--- src/rtl/encoder_homing_ctrl.sv ---
// Encoder homing sequencer: clear counter, search for index, latch offset, settle.
// Latency: index_in rise to LATCH state is 4 cycles; every output is registered.
// Backpressure: none; start is ignored while busy, abort always takes priority.
module encoder_homing_ctrl #(
  parameter int unsigned TIMEOUT_CYCLES = 200_000_000,
  parameter int unsigned SETTLE_CYCLES  = 1000
) (
  input  logic               clk,
  input  logic               reset,
  input  logic               start,
  input  logic               abort,
  input  logic               index_in,
  input  logic signed [31:0] position,
  output logic               core_enable,
  output logic               core_clr_pos,
  output logic               busy,
  output logic               done,
  output logic               homed,
  output logic               fault,
  output logic signed [31:0] home_offset,
  output logic [2:0]         state
);

  localparam logic [2:0] ST_IDLE   = 3'd0;
  localparam logic [2:0] ST_CLEAR  = 3'd1;
  localparam logic [2:0] ST_SEARCH = 3'd2;
  localparam logic [2:0] ST_LATCH  = 3'd3;
  localparam logic [2:0] ST_SETTLE = 3'd4;
  localparam logic [2:0] ST_FAULT  = 3'd5;

  localparam logic [31:0] TIMEOUT_LAST = 32'(TIMEOUT_CYCLES - 1);
  localparam logic [31:0] SETTLE_LAST  = 32'(SETTLE_CYCLES - 1);

  // index_in is asynchronous: sync_meta absorbs metastability, sync1/sync2
  // form the synchronizer proper, sync3 holds the previous value for the
  // rising-edge detect.
  logic sync_meta;
  logic sync1;
  logic sync2;
  logic sync3;
  logic index_rise;

  logic [31:0] cnt;

  logic [2:0] state_nxt;
  logic       homed_nxt;
  logic       done_nxt;
  logic       capture;
  logic       busy_nxt;
  logic       fault_nxt;
  logic       clr_nxt;
  logic       enable_nxt;

  assign index_rise = sync2 & ~sync3;

  // Index synchronizer and edge-detect pipeline.
  always_ff @(posedge clk) begin
    if (reset) begin
      sync_meta <= 1'b0;
      sync1     <= 1'b0;
      sync2     <= 1'b0;
      sync3     <= 1'b0;
    end else begin
      sync_meta <= index_in;
      sync1     <= sync_meta;
      sync2     <= sync1;
      sync3     <= sync2;
    end
  end

  // Next-state logic; abort outranks index, which outranks timeout.
  always_comb begin
    state_nxt = state;
    homed_nxt = homed;
    done_nxt  = 1'b0;
    capture   = 1'b0;
    case (state)
      ST_IDLE: begin
        if (!abort && start) begin
          state_nxt = ST_CLEAR;
          homed_nxt = 1'b0;
        end
      end
      ST_CLEAR: begin
        if (abort) begin
          state_nxt = ST_IDLE;
          homed_nxt = 1'b0;
        end else begin
          state_nxt = ST_SEARCH;
        end
      end
      ST_SEARCH: begin
        if (abort) begin
          state_nxt = ST_IDLE;
          homed_nxt = 1'b0;
        end else if (index_rise) begin
          state_nxt = ST_LATCH;
          capture   = 1'b1;
        end else if (cnt == TIMEOUT_LAST) begin
          state_nxt = ST_FAULT;
        end
      end
      ST_LATCH: begin
        if (abort) begin
          state_nxt = ST_IDLE;
          homed_nxt = 1'b0;
        end else begin
          state_nxt = ST_SETTLE;
        end
      end
      ST_SETTLE: begin
        if (abort) begin
          state_nxt = ST_IDLE;
          homed_nxt = 1'b0;
        end else if (cnt == SETTLE_LAST) begin
          state_nxt = ST_IDLE;
          homed_nxt = 1'b1;
          done_nxt  = 1'b1;
        end
      end
      ST_FAULT: begin
        if (abort) begin
          state_nxt = ST_IDLE;
        end else if (start) begin
          state_nxt = ST_CLEAR;
          homed_nxt = 1'b0;
        end
      end
      default: begin
        state_nxt = ST_IDLE;
        homed_nxt = 1'b0;
      end
    endcase
  end

  // Output values derived from the state being entered so they can be registered.
  always_comb begin
    busy_nxt   = (state_nxt == ST_CLEAR) || (state_nxt == ST_SEARCH) ||
                 (state_nxt == ST_LATCH) || (state_nxt == ST_SETTLE);
    fault_nxt  = (state_nxt == ST_FAULT);
    clr_nxt    = (state_nxt == ST_CLEAR) || (state_nxt == ST_LATCH);
    enable_nxt = 1'b0;
    if (state_nxt == ST_IDLE) begin
      enable_nxt = homed_nxt;
    end else if ((state_nxt == ST_SEARCH) || (state_nxt == ST_LATCH) ||
                 (state_nxt == ST_SETTLE)) begin
      enable_nxt = 1'b1;
    end
  end

  // State and registered outputs.
  always_ff @(posedge clk) begin
    if (reset) begin
      state        <= ST_IDLE;
      homed        <= 1'b0;
      done         <= 1'b0;
      busy         <= 1'b0;
      fault        <= 1'b0;
      core_clr_pos <= 1'b0;
      core_enable  <= 1'b0;
      home_offset  <= '0;
    end else begin
      state        <= state_nxt;
      homed        <= homed_nxt;
      done         <= done_nxt;
      busy         <= busy_nxt;
      fault        <= fault_nxt;
      core_clr_pos <= clr_nxt;
      core_enable  <= enable_nxt;
      if (capture) begin
        home_offset <= position;
      end
    end
  end

  // Per-state cycle counter: zero on every state entry, counts only in timed
  // states; both timed states leave at their terminal count so it never wraps.
  always_ff @(posedge clk) begin
    if (reset) begin
      cnt <= '0;
    end else if (state_nxt != state) begin
      cnt <= '0;
    end else if ((state == ST_SEARCH) || (state == ST_SETTLE)) begin
      cnt <= cnt + 32'd1;
    end else begin
      cnt <= '0;
    end
  end

endmodule

--- config.mk ---
export PLATFORM = sky130hd
export DESIGN_NAME = encoder_homing_ctrl
export DESIGN_NICKNAME = d
export VERILOG_FILES = /design/src/rtl/encoder_homing_ctrl.sv
export SDC_FILE = /design/constraint.sdc
export NUM_CORES = 1
export LEC_CHECK = 0
export BUFFER_PORTS_ARGS = -buffer_cell sky130_fd_sc_hd__buf_2
export CAP_MARGIN = 10
export CORE_ASPECT_RATIO = 2
export CORE_MARGIN = 3
export CORE_UTILIZATION = 35
export DETAILED_ROUTE_END_ITERATION = 10
export GPL_TIMING_DRIVEN = 1
export PLACE_DENSITY = 0.66
export SLEW_MARGIN = 20
export SYNTH_ARGS = -nofsm -noshare
export SYNTH_HDL_FRONTEND = slang
export SYNTH_SLANG_ARGS = --single-unit
--- constraint.sdc ---
create_clock -name clk -period 2 [get_ports clk]
set_clock_uncertainty 0.1 [all_clocks]
set_input_delay 0.2 -clock clk [delete_from_list [all_inputs] [get_ports clk]]
set_output_delay 0.2 -clock clk [all_outputs]
set_load 0.05 [all_outputs]
Yosys cells after proc, flatten, opt, wreduce, memory -nomap -nowiden
Index checks and enable logic that the tools add are counted.
Storage, ports and cells
  register bits after elaboration: 77
  input port bits: 37
  output and inout port bits: 41
  logic and storage cells: 69
Cells by class
  add/subtract/negate cells: 1
  eq/ne operators: 13
  multiplexer cells: 24
  bitwise operators: 4
  reduce and logical (&&, ||, !) cells: 14
Operators by type and width (number)
  $add 32x1->32 const B: 1
  $eq 32x10->1 const B: 1
  $eq 32x28->1 const B: 1
  $mux 3: 9
  $pmux 3 s6: 1
  $eq 3x2->1 const B: 4
  $eq 3x3->1 const B: 4
  $mux 1: 12
  $reduce_or 3->1: 3
  $logic_or 1x1->1: 7
  $eq 3x1->1 const B: 2
  $logic_not 3->1: 2
  $pmux 1 s4: 1
  $ne 3x3->1: 1
  $not 1->1: 3
  $mux 2: 1
  $and 1x1->1: 1
  $logic_and 1x1->1: 1
  $logic_not 1->1: 1

Logic depth before layout (Yosys ltp)
Gate-level depths: netlist (run 1).
  depth after elaboration: 10
  gate-level depth with buffers: 8
  depth with buffers taken out: 6

Worst setup path after synthesis (run 1)
Ideal clock, no wire load.
  path kind: reg2reg
  from: register state[1]
  to: register home_offset[10]
  arrival time: 1972 ps
  data required time: 1768 ps
  path slack: -204 ps
  cell stages (with the launch flop): 9
  buffers on the path: 3
  clock period less this slack: 2204 ps
  cell sequence: dfxtp_1 -> clkbuf_1 -> nand2b_1 -> or3_1 -> or2_1 -> clkbuf_1 -> clkbuf_1 -> nand2_1 -> a21oi_1
On the way
  cells in the longest elaborated chain, start to end: 2
Ends and longest elaborated chain
  start, declared: RTL line 21  | output logic [2:0] state
  start signal, assigned: RTL line 163  | state <= state_nxt;
  $eq 3x2->1: RTL line 77  | case (state)
  $mux 1: RTL line 77
  end signal, assigned: RTL line 171  | home_offset <= position;
  end, declared: RTL line 20  | output logic signed [31:0] home_offset,
Every way passes these cells.
A chain may end at the register's enable or synchronous reset.

Final worst setup path (run 1)
  from: register cnt[4]
  to: register cnt[6]
On the way
  cells in the longest elaborated chain, start to end: 7
Ends and longest elaborated chain
  start, declared: RTL line 43  | logic [31:0] cnt;
  start signal, assigned: RTL line 184  | cnt <= cnt + 32'd1;
  $eq 32x28->1: RTL line 99  | end else if (cnt == TIMEOUT_LAST) begin
  $mux 3: RTL line 99
  $mux 3: RTL line 96  | end else if (index_rise) begin
  $mux 3: RTL line 93  | if (abort) begin
  $pmux 3 s6: RTL line 77
  $ne 3x3->1: RTL line 181  | end else if (state_nxt != state) begin
  $reduce_or 3->1 (no line)
Parallel ways exist; a longest one is shown, timed or not.

==> results.md, run 1 <==
* Status: complete, no violations
* Worst hold path type: input port to register
* Slew @ Worst Pin at approximately 0.43 ns
* Post-synthesis simple-gate area fraction at 32.1%
* Critical Path RT at approximately 2.1 ns
* Mux contribution to synthesized area at 0%
* FP Rows at 49
* Setup violators final at 0
* Logic pwr share at 4.2%
* Achievable frequency at 512 MHz
* DR DRC count at 0
* Maximum clock path buffer count at 2
* Synth Area in Adders at less than 1%
* Slowest-stage cell, CP: nor4b_1
* Worst r2r src: cnt[4]
* Design area at 0.00454 sq mm
* Final nets at 543
* Final Power at 3.24 mW
* Worst-path clk slew at approximately 0.050 ns
* CTS H-tree depth at 3
* Hold path depth at 3
* Vias at 3132
* First-pass DRT Iterations at 4
* Largest family of logic cells by synthesized area: simple AND/OR/NAND/NOR gates
* Switching share of power at 21.1%
* Sw power at approximately 0.68 mW
* Non-Filler Instances at 611
* Async set or reset register ratio after synthesis at 0%
* Die height at 142 um
* Area leader, netlist: dfxtp_1
* YS warnings at 0
* Avg WL per Cell at 15.0 um
* Crit. End Element: register
* CP max FO at 8
* XOR/XNOR Fraction of Synth Area at 7.87%
* Power Dens Cells at 713 mW/mm^2
* TritonCTS buffer count at 9
* Max_cap viols at 0
* Worst vdd ir at 0.000640 V
* Syn Inst Count at 396
* Worst r2r dst: cnt[6]
* Placer Congestion at 0.844
* Initial antenna violation count at 0
* Die Area at 0.0105 sq mm
* Seq/Total Area, Yosys at 47.7%
* ANT cells at 0
* Ratio of cells with drive above 1 in the final layout at between 30% and 40%
* Syn avg cell area at 8.15 sq um
* Slack of the worst reg-to-reg path at 0.05 ns
* Slew headroom at 71.2%
* Most common cell in the netlist: nand2_1
* Ys flop type: dfxtp_1
* Mapped Area at 0.00323 sq mm
* Vias in the first global route at approximately 3000
* Core Region at between 0.009 and 0.01 sq mm
* First-pass GRT wire length at about 14000 um
* Clk Latency, worst-skew pair at 0.34 ns
* Top Ports at between 70 and 80
* Final Slew Violations at 0
* Post-DP HPWL at ~6000 um
* Overflow after GRT at 0
* Via density at 5.13
* Final setup margin at between 0.04 and 0.05 ns
* Tot GR Track Use at around 17%
* Yosys cell types at 39
* Flop pwr share at 47.7%
* CP cell instances: nor4b_1 > nand3_1 > nor4_4 > o21ai_2 > nand2_4 > clkbuf_16 > nor2_1
* R2r worst-path depth at 7
* Input/output buffers at 77
* CP peak stage delay at 0.45 ns
* Internal power at between 2 and 3 mW
* Most frequent cells after synthesis: 86 x nand2_1, 77 x dfxtp_1, 43 x nor2_1, 41 x a21oi_1, 20 x xor2_1
* Dpl cells at 575
* Clk pwr share at 48.2%
* Die width at 73.9 um
* Cell area after placement at approximately 0.0038 sq mm
* Data arrival, critical path at slightly above 2 ns
* Total Routed Length at 9190 um
* Post-synth EDFFs at 0
* Lkg Pwr at 1.82 nW
* Crit share post-route at a little over nine tenths
* Type of origin of the critical path: register
* Synth top area share at 47.7%
* Period minus WS final at 1.95 ns
* Initial Utilization at 35.8%
* Clock root cell: clkbuf_16
* Antenna Nets Post-Route at 0
* Worst Hold End: home_offset[26]
* Synthesis-to-finish area growth at 40.7%
* Critical path's top delay family: simple AND/OR/NAND/NOR gates
* CTS tree: yes
* Register bit count reported by yosys at 77
* Net Count, Synth at around 430
* Synth top area cells: dfxtp_1 48%, nand2_1 10%, a21oi_1 6.4%, xor2_1 5.4%, nor2_1 5.0%
* Crit Path Category: register to register
* Worst Path Buf+Inv at 1
* Post-synthesis compound-gate area fraction at 8.76%
* Final hold vios at 0
* Clock sinks at 77
* Largest net degree at the start of global routing at 39
* Pre-CTS setup slack at -0.131 ns
* Critical hold path startpoint: position[26]
* Initial DRC Count at 126
[stage by stage]
step                setup TNS, ns  utilization, %  hold WS [ns]
floorplan                       0               -         0.228
global placement           -0.229            42.6         0.318
detailed placement         -0.325            42.6         0.322
CTS                        -0.937            47.2      0.000618
global route               -0.939            50.4       0.00993
finish                          0            50.4       0.00383
[final cells by class]
cell class	instances	area, sq um
Fill cell	807	4470
Multi-Input combinational cell	294	1760
Sequential cell	77	1560
Timing Repair Buffer	119	797
Clock buffer	10	229
Tap cell	102	128
Clock inverter	5	52.6
Inverter	4	15.0
[layout by cell type (no fill, tap or decap), types with 4 or more instances in the layout]
cell type	Yosys	routed
dfxtp_1	77	61
o21ai_0	6	4
xor2_1	20	20
xnor2_1	9	9
buf_4	0	25
clkbuf_16	0	11
buf_2	5	77
inv_1	4	4
nand4_1	8	8
nand3_1	12	11
and3_1	8	4
nor2b_1	5	5
nor4_4	1	6
and2_1	4	4
nor2_1	43	41
and3_2	2	4
dlygate4sd3_1	0	10
a21oi_1	41	40
dfxtp_2	0	15
nor3_1	5	4
nand2_1	86	83
[worst min-delay path, delay by kind of cell]
kind / cells / cell delay (ns)
AOI/OAI and AO/OA: 1 / 0.05
and+or+nand+nor: 1 / 0.04
buffers and inverters: 1 / 0.10
[cell families (layout without fill, tap and decap cells)]
logic type / count (synthesis) / in the layout
xor gates and xnor gates: 29 / 29
buffers and inverters: 25 / 138
adders and majority gates: 1 / 1
AOI/OAI and AO/OA: 53 / 53
and+or+nand+nor: 211 / 211
DFF: 77 / 77
[routing by layer]
layer	GRT usage [%]	wire length (um)	share of wire [%]
met2	30.8	5010	55
met3	5.46	532	5.8
met1	18.4	3390	37
met4	6.97	250	2.7
met5	0	0	0
[timing repair]
item,4_1_cts,5_1_grt
setup endpoints to repair,36,36
hold endpoints to repair,10,0
pin swaps,0,10
gates resized for setup,4,48
hold buffers,10,0
setup buffers,0,8
gates cloned,0,3
[power groups by stage]
stage / Clock, mW / Sequential [mW] / Combinational [mW]
finish: 1.56 / 1.54 / 0.135
floorplan: 0 / 1.59 / 0.0410
global route: 1.65 / 1.54 / 0.146
detailed placement: 0 / 1.58 / 0.108
CTS: 1.58 / 1.55 / 0.124
global placement: 0 / 1.58 / 0.107
[sequential cells by signal (all words and copies together), names as in the netlist]
name / flops
busy: 1
sync2: 1
fault: 1
state: 3
sync1: 1
home_offset: 32
homed: 1
done: 1
sync_meta: 1
sync3: 1
core_enable: 1
core_clr_pos: 1
cnt: 32
[worst max-delay path by stage]
stage | depth (start not counted) | start | end
after floorplan | 8 | state[1] | home_offset[10]
after global placement | 8 | cnt[3] | core_clr_pos
after detailed placement | 8 | cnt[3] | core_clr_pos
after CTS | 8 | cnt[16] | cnt[19]
after global routing | 8 | cnt[22] | cnt[5]
final | 7 | cnt[4] | cnt[6]
(Power assumes the default switching activity.)
==> run 2, diff against run 1 <==
--- a/config.mk
+++ b/config.mk
@@ -9,11 +9,12 @@
 export CAP_MARGIN = 10
 export CORE_ASPECT_RATIO = 2
 export CORE_MARGIN = 3
-export CORE_UTILIZATION = 35
+export CORE_UTILIZATION = 48
 export DETAILED_ROUTE_END_ITERATION = 10
 export GPL_TIMING_DRIVEN = 1
-export PLACE_DENSITY = 0.66
-export SLEW_MARGIN = 20
+export PLACE_DENSITY = 0.84
+export SKIP_LAST_GASP = 1
+export SLEW_MARGIN = 40
 export SYNTH_ARGS = -nofsm -noshare
 export SYNTH_HDL_FRONTEND = slang
 export SYNTH_SLANG_ARGS = --single-unit
==> run 2 against run 1 <==
Compared with the run above: the run now ends with negative setup slack left; cell area is 1.1% lower; hold slack better by 0.00073 ns; clock power rose by 5%; wire length up 6.0%; via count increased by 5.1%; worst setup slack lost 0.077 ns; sequential power hardly changed; register-to-register slack got worse by 0.08 ns; die area decreased by 26%; first-iteration DRC count rose by 45%; power up 2.1%; maximum frequency down 3.8%; largest cell class unchanged; highest routed layer unchanged.
==> results.md, run 2 (synthesis gave the netlist of run 1 again) <==
* Status: finished, violations left (was complete, no violations)
* Failing checks: negative setup slack
* Maximum clock path buffer count at 2 (unchanged)
* Design area at 0.00449 sq mm (was 0.00454 sq mm)
* Top Ports at 78 (unchanged)
* Final Slew Violations at 0 (unchanged)
* Clock root cell: clkbuf_16 (unchanged)
* Worst vdd ir at 0.000741 V (was 0.000640 V)
* Post-DP HPWL at 5860 um (was 6030 um)
* Flop pwr share at 46.7% (was 47.7%)
* TritonCTS buffer count at 9 (unchanged)
* Vias at 3292 (was 3132)
* Crit. End Element: register (unchanged)
* Avg WL per Cell at 16.4 um (was 15.0 um)
* Worst hold path type: input port to register (unchanged)
* Initial Utilization at 50.4% (was 35.8%)
* Die Area at 0.00781 sq mm (was 0.0105 sq mm)
* Clock sinks at 77 (unchanged)
* Fin util at 70.1% (was 50.4%)
* FP Rows at 41 (was 49)
* Lkg Pwr at 1.78 nW (was 1.82 nW)
* Die height at 122 um (was 142 um)
* CP max FO at 3 (was 8)
* Initial DRC Count at 183 (was 126)
* Placer Congestion at 0.829 (was 0.844)
* Logic pwr share at 3.8% (was 4.2%)
* Tot GR Track Use at 23.1% (was 17.4%)
* Cell area after placement at 0.00385 sq mm (was 0.00384 sq mm)
* Filler cell count at 460 (was 807)
* RSZ-0062 raised after global routing: yes
* Total Routed Length at 9730 um (was 9190 um)
* Via density at 5.56 (was 5.13)
* Vias in the first global route at 3256 (was 3080)
* DR DRC count at 0 (unchanged)
* Final Power at 3.31 mW (was 3.24 mW)
* Initial antenna violation count at 0 (unchanged)
* Core Region at 0.00641 sq mm (was 0.00901 sq mm)
* Type of origin of the critical path: register (unchanged)
* Setup violators final at 2 (was 0)
* Clk Latency, worst-skew pair at 0.34 ns (about the same)
* Data arrival, critical path at 2.18 ns (was 2.07 ns)
* Final hold vios at 0 (unchanged)
* Internal power at 2.62 mW (was 2.55 mW)
* Sw power at 0.685 mW (about the same)
* Max_cap viols at 0 (unchanged)
* Switching share of power at 20.7% (was 21.1%)
* Most frequent cells in the layout: 84 x nand2_1, 77 x buf_2, 60 x dfxtp_1 (was 83 x nand2_1, 77 x buf_2, 61 x dfxtp_1)
* First-pass GRT wire length at 14400 um (was 14200 um)
* Slew @ Worst Pin at 0.436 ns (was 0.426 ns)
* Overflow after GRT at 0 (unchanged)
* Power Dens Cells at 736 mW/mm^2 (was 713 mW/mm^2)
* Clk pwr share at 49.5% (was 48.2%)
* Crit Path Category: register to register (unchanged)
* Period minus WS final at 2.03 ns (was 1.95 ns)
* CTS tree: yes (unchanged)
* Achievable frequency at 493 MHz (was 512 MHz)
* Worst-path clk slew at 0.06 ns (was 0.05 ns)
* First-pass DRT Iterations at 4 (unchanged)
* Critical Path RT at 2.15 ns (was 2.12 ns)
* Slew headroom at 70.5% (was 71.2%)
* Crit share post-route at 101% (was 97.6%)
* Antenna Nets Post-Route at 0 (unchanged)
* Ratio of cells with drive above 1 in the final layout at 34.6% (was 33.2%)
* Synthesis-to-finish area growth at 39.2% (was 40.7%)
* CTS H-tree depth at 3 (unchanged)
* Largest net degree at the start of global routing at 34 (was 39)
* Final nets at 540 (was 543)
* Input/output buffers at 77 (unchanged)
* Final setup margin at -0.0286 ns (was 0.0486 ns)
* Top Registers: cnt x32, home_offset x32, state x3 (unchanged)
* Leading cell type in the layout, fill and taps excluded: nand2_1 (unchanged)
* ANT cells at 0 (unchanged)
* Die width at 64 um (was 73.9 um)
[run 2: changes by cell type in the layout (fill, tap and decap cells not counted), moves of 2 or more]
cell | previous run | this run
buf_4 | 25 | 28
clkbuf_8 | 0 | 2
clkinv_2 | 3 | 0
dlygate4sd3_1 | 10 | 5
nor4_2 | 1 | 3
nor4_4 | 6 | 4
[run 2: layout make-up]
class	instances	area, sq um	area share, %
Timing Repair Buffer	116	758	16.9
Tap cell	86	108	2.39
Inverter	4	15.0	0.334
Sequential cell	77	1570	34.9
Clock buffer	12	256	5.71
Clock inverter	3	45.0	1.00
Multi-Input combinational cell	294	1740	38.8
[run 2: final timing paths]
kind	from	to	slack, ns	cells past startpoint
worst max-delay path	cnt[25]	core_clr_pos	-0.03	8
worst min-delay path	position[14]	home_offset[14]	0.005	3
worst max register to register	cnt[25]	core_clr_pos	-0.03	8
worst min register to register	sync_meta	sync1	0.35	1
[run 2: through the flow]
| step | setup WS, ns | hold slack (ns) | setup TNS, ns | std cells |
|---|---|---|---|---|
| CTS | -0.0123 | 0.000632 | -0.118 | 583 |
| global route | -0.0960 | 0.00360 | -0.860 | 592 |
| finish | -0.0286 | 0.00457 | -0.0535 | 592 |
| global placement | -0.00164 | 0.316 | -0.00164 | 563 |
| detailed placement | -0.0803 | 0.323 | -0.218 | 563 |
| floorplan | 0.0144 | 0.228 | 0 | 396 |
[run 2: layer usage]
metal	GRT usage [%]	vias up	share of wire, %
met5	0	-	0
met4	11.2	0	4.0
met3	7.01	36	7.3
met2	42.3	146	53
met1	22.9	1565	35
li1	-	1545	-
[run 2: power by group through the flow]
stage / Sequential, mW / Combinational [mW] / Clock, mW
6_report: 1.54 / 0.125 / 1.64
5_1_grt: 1.54 / 0.135 / 1.71
4_1_cts: 1.55 / 0.114 / 1.64
3_5_place_dp: 1.58 / 0.106 / 0
3_3_place_gp: 1.58 / 0.104 / 0
2_1_floorplan: 1.59 / 0.0410 / 0
[run 2: repair_timing]
item | in CTS | in global routing
endpoints found under the setup margin | 5 | 36
cloned | 0 | 3
hold buffers | 5 | 0
buffers inserted | 0 | 6
gates resized for setup | 2 | 51
endpoints found under the hold margin | 5 | 0
pin swaps | 0 | 10
[run 2: critical path, cell delays in order, from the launching register on]
cell	delay, ns
dfxtp_2	0.35
buf_4	0.14
and4_4	0.23
nand2_1	0.09
nor4_4	0.23
buf_4	0.18
a21boi_1	0.06
o31a_1	0.33
nor3_2	0.23
